<file path="src/rtl/castlab_ws_ctrl_pkg.sv">
// Shared state encoding and default sizing for the weight-stationary array sequencer.
package castlab_ws_ctrl_pkg;

   typedef enum logic [2:0] {
      S_IDLE,
      S_WCLR,
      S_WLOAD,
      S_ICLR,
      S_IFEED,
      S_DRAIN,
      S_DONE
   } ws_ctrl_state_e;

   localparam int ROWS_DEF          = 4;
   localparam int COLS_DEF          = 4;
   localparam int VEC_CNT_W_DEF     = 16;
   localparam int TILE_CNT_W_DEF    = 8;
   localparam int DRAIN_TIMEOUT_DEF = 256;

endpackage

</file>
<file path="src/rtl/castlab_ctrl_counter.sv">
// Clearable up-counter that holds once it reaches its terminal value; clear wins over increment.
module castlab_ctrl_counter #(
   parameter int W = 8
) (
   input  logic         clk,
   input  logic         rst_n,
   input  logic         clr,
   input  logic         inc,
   input  logic [W-1:0] term,
   output logic [W-1:0] cnt
);

   always_ff @(posedge clk or negedge rst_n) begin
      if (!rst_n) begin
         cnt <= '0;
      end else if (clr) begin
         cnt <= '0;
      end else if (inc && (cnt != term)) begin
         cnt <= cnt + W'(1);
      end
   end

endmodule

</file>
<file path="src/rtl/castlab_ws_array_ctrl.sv">
// Per-tile sequencer for the weight-stationary PE array: weight clear/load, IF clear/stream, psum drain.
// All strobes and requests are registered from the next-state decode.
module castlab_ws_array_ctrl
   import castlab_ws_ctrl_pkg::*;
#(
   parameter int ROWS          = ROWS_DEF,
   parameter int COLS          = COLS_DEF,
   parameter int VEC_CNT_W     = VEC_CNT_W_DEF,
   parameter int TILE_CNT_W    = TILE_CNT_W_DEF,
   parameter int DRAIN_TIMEOUT = DRAIN_TIMEOUT_DEF
) (
   input  logic                     clk,
   input  logic                     rst_n,
   input  logic                     start,
   input  logic                     abort,
   input  logic [VEC_CNT_W-1:0]     cfg_num_vec,
   input  logic [TILE_CNT_W-1:0]    cfg_num_tiles,
   output logic                     busy,
   output logic                     done,
   output logic                     err,
   output logic                     k_prefetch,
   output logic                     w_valid,
   input  logic                     w_ready,
   output logic [$clog2(ROWS)-1:0]  w_row,
   output logic                     if_start,
   output logic                     if_valid,
   input  logic                     if_ready,
   output logic [VEC_CNT_W-1:0]     vec_idx,
   output logic [TILE_CNT_W-1:0]    tile_idx,
   input  logic                     psum_valid
);

   localparam int ROW_W = $clog2(ROWS);
   localparam int TMR_W = $clog2(DRAIN_TIMEOUT + 1);

   // COLS only sizes the array datapath; it is checked here so a bad config fails at elaboration.
   if (ROWS < 2 || COLS < 1 || DRAIN_TIMEOUT < 1) begin : g_cfg_check
      $error("castlab_ws_array_ctrl: ROWS must be >= 2, COLS and DRAIN_TIMEOUT >= 1");
   end

   ws_ctrl_state_e          state, state_nx;
   logic [VEC_CNT_W-1:0]    num_vec_q;
   logic [TILE_CNT_W-1:0]   num_tiles_q;
   logic [VEC_CNT_W-1:0]    out_cnt;
   logic [TMR_W-1:0]        tmr;
   logic                    start_acc, err_set;
   logic                    w_last, v_last, t_last, tmo, drain_ok;

   assign w_last   = (w_row == ROW_W'(ROWS - 1));
   assign v_last   = (vec_idx == num_vec_q - VEC_CNT_W'(1));
   assign t_last   = (tile_idx == num_tiles_q - TILE_CNT_W'(1));
   assign tmo      = (tmr == TMR_W'(DRAIN_TIMEOUT - 1));
   // This cycle's psum beat counts toward completion, so the drain can finish on it.
   assign drain_ok = ({1'b0, out_cnt} + (VEC_CNT_W + 1)'(psum_valid)) >= {1'b0, num_vec_q};

   always_comb begin
      state_nx  = state;
      start_acc = 1'b0;
      err_set   = 1'b0;
      case (state)
         S_IDLE: begin
            if (start) begin
               start_acc = 1'b1;
               state_nx  = (cfg_num_vec == '0 || cfg_num_tiles == '0) ? S_DONE : S_WCLR;
            end
         end
         S_WCLR:  state_nx = S_WLOAD;
         S_WLOAD: if (w_ready && w_last) state_nx = S_ICLR;
         S_ICLR:  state_nx = S_IFEED;
         S_IFEED: if (if_ready && v_last) state_nx = S_DRAIN;
         S_DRAIN: begin
            if (drain_ok) begin
               state_nx = t_last ? S_DONE : S_WCLR;
            end else if (tmo) begin
               err_set  = 1'b1;
               state_nx = S_DONE;
            end
         end
         S_DONE:  state_nx = S_IDLE;
         default: state_nx = S_IDLE;
      endcase
      if (abort) begin
         state_nx  = S_IDLE;
         start_acc = 1'b0;
         err_set   = 1'b0;
      end
   end

   always_ff @(posedge clk or negedge rst_n) begin
      if (!rst_n) begin
         state       <= S_IDLE;
         busy        <= 1'b0;
         done        <= 1'b0;
         err         <= 1'b0;
         k_prefetch  <= 1'b0;
         w_valid     <= 1'b0;
         if_start    <= 1'b0;
         if_valid    <= 1'b0;
         num_vec_q   <= '0;
         num_tiles_q <= '0;
      end else begin
         state      <= state_nx;
         busy       <= state_nx inside {S_WCLR, S_WLOAD, S_ICLR, S_IFEED, S_DRAIN};
         done       <= (state_nx == S_DONE);
         k_prefetch <= (state_nx == S_WCLR);
         w_valid    <= (state_nx == S_WLOAD);
         if_start   <= (state_nx == S_ICLR);
         if_valid   <= (state_nx == S_IFEED);
         if (start_acc) begin
            num_vec_q   <= cfg_num_vec;
            num_tiles_q <= cfg_num_tiles;
            err         <= 1'b0;
         end else if (err_set) begin
            err <= 1'b1;
         end
      end
   end

   castlab_ctrl_counter #(.W(ROW_W)) u_w_row (
      .clk   (clk),
      .rst_n (rst_n),
      .clr   (state_nx == S_WCLR),
      .inc   (state == S_WLOAD && w_ready && !abort),
      .term  (ROW_W'(ROWS - 1)),
      .cnt   (w_row)
   );

   castlab_ctrl_counter #(.W(VEC_CNT_W)) u_vec_idx (
      .clk   (clk),
      .rst_n (rst_n),
      .clr   (state_nx == S_ICLR),
      .inc   (state == S_IFEED && if_ready && !abort),
      .term  (num_vec_q - VEC_CNT_W'(1)),
      .cnt   (vec_idx)
   );

   castlab_ctrl_counter #(.W(TILE_CNT_W)) u_tile_idx (
      .clk   (clk),
      .rst_n (rst_n),
      .clr   (start_acc),
      .inc   (state == S_DRAIN && state_nx == S_WCLR),
      .term  (num_tiles_q - TILE_CNT_W'(1)),
      .cnt   (tile_idx)
   );

   // Saturating: terminal value is all-ones so late extra beats cannot wrap it.
   castlab_ctrl_counter #(.W(VEC_CNT_W)) u_out_cnt (
      .clk   (clk),
      .rst_n (rst_n),
      .clr   (state_nx == S_ICLR),
      .inc   (psum_valid && (state == S_IFEED || state == S_DRAIN)),
      .term  ('1),
      .cnt   (out_cnt)
   );

   castlab_ctrl_counter #(.W(TMR_W)) u_timer (
      .clk   (clk),
      .rst_n (rst_n),
      .clr   (state_nx == S_ICLR),
      .inc   (state == S_DRAIN),
      .term  (TMR_W'(DRAIN_TIMEOUT - 1)),
      .cnt   (tmr)
   );

endmodule

</file>
<file path="config.mk">
export PLATFORM = sky130hd
export DESIGN_NAME = castlab_ws_array_ctrl
export DESIGN_NICKNAME = d
export VERILOG_FILES = /design/src/rtl/castlab_ws_ctrl_pkg.sv /design/src/rtl/castlab_ctrl_counter.sv /design/src/rtl/castlab_ws_array_ctrl.sv
export SDC_FILE = /design/constraint.sdc
export NUM_CORES = 1
export LEC_CHECK = 0
export ABC_CLOCK_PERIOD_IN_PS = 10200
export CAP_MARGIN = 0
export CELL_PAD_IN_SITES_DETAIL_PLACEMENT = 0
export CELL_PAD_IN_SITES_GLOBAL_PLACEMENT = 2
export CORE_ASPECT_RATIO = 1.75
export CORE_MARGIN = 2
export CORE_UTILIZATION = 38
export DETAILED_ROUTE_END_ITERATION = 7
export PLACE_DENSITY = 0.95
export SYNTH_ARGS = -nofsm -noshare
export SYNTH_HDL_FRONTEND = slang
export SYNTH_SLANG_ARGS = --single-unit
</file>
<file path="constraint.sdc">
create_clock -name clk -period 10.2 [get_ports clk]
set_input_delay 3.06 -clock clk [delete_from_list [all_inputs] [get_ports clk]]
set_output_delay 3.06 -clock clk [all_outputs]
set_load 0.1 [all_outputs]
</file>
# Yosys cells after proc, flatten, opt, wreduce, memory -nomap -nowiden

Index checks and enable logic that the tools add are counted.
W data, S select, Z words.

Flip-flop bits (word level): 85

$add $sub $neg: 8
Order comparisons: 1
Equality and inequality tests: 20
Multiplexer cells: 28
Reductions and logical operators: 26

Operators with widths:

| kind                    | count |
|---|---|
| $mux W16                | 4 |
| $add A16 B1 Y16 const B | 2 |
| $mux W3                 | 8 |
| $mux W9                 | 2 |
| $pmux W3 S6             | 1 |
| $add A16 B1 Y17         | 1 |
| $ge A17 B16 Y1          | 1 |
| $eq A16 B16 Y1          | 1 |
| $logic_not A16 Y1       | 1 |
| $mux W8                 | 2 |
| $ne A16 B16 Y1          | 1 |
| $ne A16 B16 Y1 const B  | 1 |
| $sub A16 B1 Y16 const B | 1 |
| $eq A3 B3 Y1 const B    | 5 |
| $logic_and A1 B1 Y1     | 13 |
| $eq A3 B2 Y1 const B    | 4 |
| $reduce_bool A2 Y1      | 6 |
| $add A9 B1 Y9 const B   | 1 |
| $eq A9 B8 Y1 const B    | 1 |
| $mux W1                 | 9 |
| $ne A9 B8 Y1 const B    | 1 |
| $add A8 B1 Y8 const B   | 1 |
| $eq A8 B8 Y1            | 1 |
| $logic_not A8 Y1        | 1 |
| other kinds (11)        | 14 |

# Logic depth before layout (Yosys ltp)

Depth after elaboration: 11
Depth in mapped cells: 17
Gate-level depth less buffers: 15

# Hierarchy

Synthesis repeated with hierarchy kept, for this count alone.

Cell total of the unflattened synthesis: 765
Area, all modules: 6752.7 sq um

By module, submodules not included:

| module                                | times used | cells an instance | area each (sq um) |
|---|---|---|---|
| castlab_ws_array_ctrl                 | 1          | 408               | 3345.7 |
| castlab_ctrl_counter at u_out_cnt ... | 2          | 111               | 1047.3 |
| castlab_ctrl_counter at u_timer       | 1          | 63                | 606.8 |
| castlab_ctrl_counter at u_tile_idx    | 1          | 59                | 573.0 |
| castlab_ctrl_counter at u_w_row       | 1          | 13                | 132.6 |

# Least setup slack after synthesis

No wires, ideal clock.

Path type: input port to flip-flop
From: input psum_valid
To: register u_vec_idx.cnt[2]
Library setup time: 0.119 ns
Arrival time: 6.147 ns
Data required time: 10.081 ns
Path slack: 3.934 ns
Stages: 16
Path buffers: 1
Cell sequence: ha_1 -> ha_1 -> nand3_1 -> nor2_1 -> and3_1 -> xor2_1 -> ha_1 -> a21oi_1 -> o21a_1 -> o211ai_1 -> or2_2 -> a311o_1 -> o211ai_2 -> or4b_4 -> buf_6 -> and2_1

Cells in the longest elaborated chain, start to end: 7

RTL lines:

| what                                                  | line                         | RTL |
|---|---|---|
| start, declared                                       | castlab_ws_array_ctrl.sv:30  | `input logic psum_valid` |
| $add A16 B1 Y17 (*)                                   | castlab_ws_array_ctrl.sv:54  | `assign drain_ok = ({1'b0, out_cnt} + (VEC_CNT_W + 1)'(psum_valid)) >= {1'b0, num_vec_q};` |
| $ge A17 B16 Y1 (*)                                    | castlab_ws_array_ctrl.sv:54  |  |
| $mux W3 (*)                                           | castlab_ws_array_ctrl.sv:72  | `if (drain_ok) begin` |
| $pmux W3 S6 (*)                                       | castlab_ws_array_ctrl.sv:60  | `case (state)` |
| $mux W3 (*)                                           | castlab_ws_array_ctrl.sv:82  | `if (abort) begin` |
| $eq A3 B2 Y1 (*)                                      | castlab_ws_array_ctrl.sv:131 | `.clr (state_nx == S_ICLR),` |
| $mux W16 / $reduce_bool A2 Y1 (equally long branches) | n/a                          |  |
| end signal, assigned                                  | castlab_ctrl_counter.sv:19   | `cnt <= cnt + W'(1);` |
| end, declared                                         | castlab_ctrl_counter.sv:10   | `output logic [W-1:0] cnt` |

Every way passes the cells marked *; elsewhere a longest branch is shown, timed or not.
A chain may end at the register's enable or synchronous reset.

# Final worst setup path

From: input psum_valid
To: register u_out_cnt.cnt[15]

Cells in the longest elaborated chain, start to end: 7

RTL lines:

| what                                                  | line                         | RTL |
|---|---|---|
| $add A16 B1 Y17                                       | castlab_ws_array_ctrl.sv:54  |  |
| $ge A17 B16 Y1                                        | castlab_ws_array_ctrl.sv:54  |  |
| $mux W3                                               | castlab_ws_array_ctrl.sv:72  |  |
| $pmux W3 S6                                           | castlab_ws_array_ctrl.sv:60  |  |
| $mux W3                                               | castlab_ws_array_ctrl.sv:82  |  |
| $eq A3 B2 Y1                                          | castlab_ws_array_ctrl.sv:150 | `.clr (state_nx == S_ICLR),` |
| $mux W16 / $reduce_bool A2 Y1 (equally long branches) | n/a                          |  |
| end signal, assigned                                  | castlab_ctrl_counter.sv:19   |  |
| end, declared                                         | castlab_ctrl_counter.sv:10   |  |

Several ways; a longest one is shown, not always the timed one.

==> flow_summary.ini <==
[die]
core_um2 = 14370
die_width_um = 95.67
fp-row-count = 58
start_util_pct = 38.89
io_pins = 64
dieArea_um2 = 15730
die_h_um = 164.4

[setup_path]
cp_top_family = simple AND/OR/NAND/NOR gates
path_common_cell = ha_1
cp.arrival_ns = 7.17
path_cells = clkdlybuf4s50_1, ha_1, ha_1, nand3_1, nor2_1, xor2_1, ha_1, a211oi_1, o22ai_1, o211a_1, or2_2, a311o_1, o211ai_2, or4b_4, and2_1
cp-start-kind = input pin
required_ns = 10.43
path_max_fanout = 42
critPathSlowestCell = or4b_4
crit_type = input pin to register
max_stage_delay_ns = 0.71
critPathBufInv = 1
endpoint_kind = register

[synth]
synthCells = 622
synth.distinct_cells = 60
synth_seq_area_share_pct = 38.07
syn-cell-area_um2 = 5588
synth_area_leaders = dfrtp_1, xnor2_1, ha_1
synth_common_cells = dfrtp_1, nand2_1, nor2_1
yosysTopAreaCell = dfrtp_1
synth_fp_nets = 679
synth_most_common_cell = dfrtp_1
syn_area_per_cell_um2 = 8.984
ys.flop_type = dfrtp_1
yosysTopAreaCellShare_pct = 38.07
ys_ff_latch = 85
yosysWarnings = 0
synth_edf_count = 0
async_reset_ff_share_pct = 100.0

[place]
dpl.hpwl_mm = 10.39
port_buffers = 63
dp_slack_ns = 2.926
place_congestion = 0.8572
dp_cells = 840

[grt]
antenna_found_initial = 0
grt_pass1_wl_mm = 22.92
grtUsageMet1_pct = 22.36
grt_max_degree = 65
grt_overflow = 0
grtUsageTotal_pct = 18.70
met3_usage_pct = 2.965
grt_busiest_layer = met2
use_met2_pct = 32.52
grt_pass1_vias = 4780

[layout]
fin_cells = 856
antennaDiodeCount = 0
final_nets = 728
area_delta_synth_final_pct = 18.07
drive_gt1_share_pct = 5.325

[detailed_routing]
routedWlPerCell_um = 16.16
num_vias = 4649
wirelength_mm = 13.84
first_pass_iters = 5
drt.antenna.violating_nets = 0
viasPerCell = 5.431
drc = 0
drt_iter0_drc = 238

[run_status]
outcome = finished, final reports clean

[timing]
post-route-period-util_pct = 68.04
tightestPinTransition_ns = 1.098
fin_worst_skew_ns = 0.009721
setup_viol = 0
hold_slack_ns = 0.5018
final-hold-violation-count = 0
drv_slew = 0
postLayoutSetupSlackWorst_ns = 3.260
finalSetupTns_ns = 0
post-route-min-period_ns = 6.940
timing.fmax_ghz = 0.1441
slew_headroom_pct = 26.49
rsz0062_at_grt = false

[power]
power_mw = 1.164
p_switching_mw = 0.4524
power.density_nw_per_um2 = 176.5
combinationalPowerShare_pct = 33.2
ir_drop_uv = 129.1
p_int_mw = 0.7119
p_leak_nw = 2.933
p_clk_share_pct = 27.0
switching_share_pct = 38.86
p_seq_share_pct = 39.8

[clocking]
clock-sinks = 85
hold_buffers = 0
post-cts-setup-buffer-count = 0
clkLatencyLatePin_ns = 0.35
ctsResizeCount = 0
cts_htree_levels = 3
root_buffer = clkbuf_16
ctsLongestPathBuffers = 2
path_clk_slew_ns = 0.07
cts_made_buffers = 9
tritoncts = yes

[min_path]
worstHoldPathType = register to register

[run]
cap_violations = 0
kinds of logic (layout without fill, tap and decap cells):
family	Yosys count	after routing	share of synthesized area, %
xor gates and xnor gates	84	84	13.17
AOI/OAI and AO/OA	85	85	10.30
buffers and inverters	54	108	4.433
muxes	6	6	1.120
DFF	85	85	38.07
and+or+nand+nor	282	282	27.09
adders and majority gates	26	26	5.822
registers in the layout, summed over array words and instances (netlist names):
register and cells:
u_w_row.cnt 2, done 1, w_valid 1, u_vec_idx.cnt 16, k_prefetch 1, num_tiles_q 8, u_timer.cnt 9, state 3
u_tile_idx.cnt 8, if_start 1, if_valid 1, u_out_cnt.cnt 16, err 1, busy 1, num_vec_q 16
layer usage:
| layer | up-vias | share of wire, % |
|---|---|---|
| met2 | 104 | 52 |
| met1 | 2250 | 41 |
| li1 | 2272 | - |
| met3 | 23 | 3.9 |
| met4 | 0 | 3.0 |
| met5 | - | 0 |
area by class of cell:
| cell class | instances | area (um^2) |
|---|---|---|
| flip-flops and latches | 85 | 2127 |
| well taps | 180 | 225.2 |
| multi-input cells | 483 | 3218 |
| fillers | 1420 | 7771 |
| clock buffers | 10 | 239.0 |
| repair buffers | 65 | 643.1 |
| clock inverters | 6 | 43.79 |
| inverters | 27 | 101.3 |
stage by stage:
stage | utilization, % | area [um^2]
global placement | 43.95 | 6315
floorplan | - | 5588
detailed placement | 43.95 | 6315
finish | 45.92 | 6598
CTS | 45.92 | 6598
global route | 45.92 | 6598
worst paths after layout:
check	start	endpoint	slack, ns	cells past startpoint
worst min-delay path	num_tiles_q[7]$_DFFE_PN0P_	num_tiles_q[7]$_DFFE_PN0P_	0.50	2
min in group asynchronous	rst_n	u_vec_idx.cnt[7]$_DFFE_PN0P_	2.59	1
worst min register to register	num_tiles_q[7]$_DFFE_PN0P_	num_tiles_q[7]$_DFFE_PN0P_	0.50	2
worst max register to register	u_out_cnt.cnt[0]$_DFFE_PN0P_	u_out_cnt.cnt[15]$_DFFE_PN0P_	6.00	14
max in group asynchronous	rst_n	u_out_cnt.cnt[14]$_DFFE_PN0P_	6.50	2
worst max-delay path	psum_valid	u_out_cnt.cnt[15]$_DFFE_PN0P_	3.26	15
layout by cell type, fill, tap and decap left out, types with 9 or more instances in the layout:
cell             instances
a21oi_1                 12
and2_1                  40
and3_1                   9
clkbuf_16                9
clkdlybuf4s50_1         62
dfrtp_1                 85
ha_1                    26
inv_1                   27
nand2_1                 64
nand3_1                 28
nand4_1                 21
nor2_1                  48
nor3_1                  16
nor4_1                  13
o21ai_0                 32
xnor2_1                 47
xor2_1                  37
power by group through the flow:
| stage | registers [mW] | logic (mW) | clock network (mW) |
|---|---|---|---|
| final | 0.463 | 0.386 | 0.315 |
| after global routing | 0.472 | 0.429 | 0.338 |
| after CTS | 0.463 | 0.390 | 0.322 |
| after detailed placement | 0.469 | 0.387 | 0 |
| after global placement | 0.468 | 0.379 | 0 |
| after floorplan | 0.497 | 0.251 | 0 |
worst register-to-register path, cell delays in order (launching register included):
cell and delay [ns]:
dfrtp_1 0.45, ha_1 0.26, ha_1 0.20, nand3_1 0.20, nor2_1 0.17, xor2_1 0.21
ha_1 0.27, a211oi_1 0.27, o22ai_1 0.13, o211a_1 0.26, or2_2 0.32, a311o_1 0.30
o211ai_2 0.09, or4b_4 0.71, and2_1 0.24
Power figures use the tool's default switching activity.
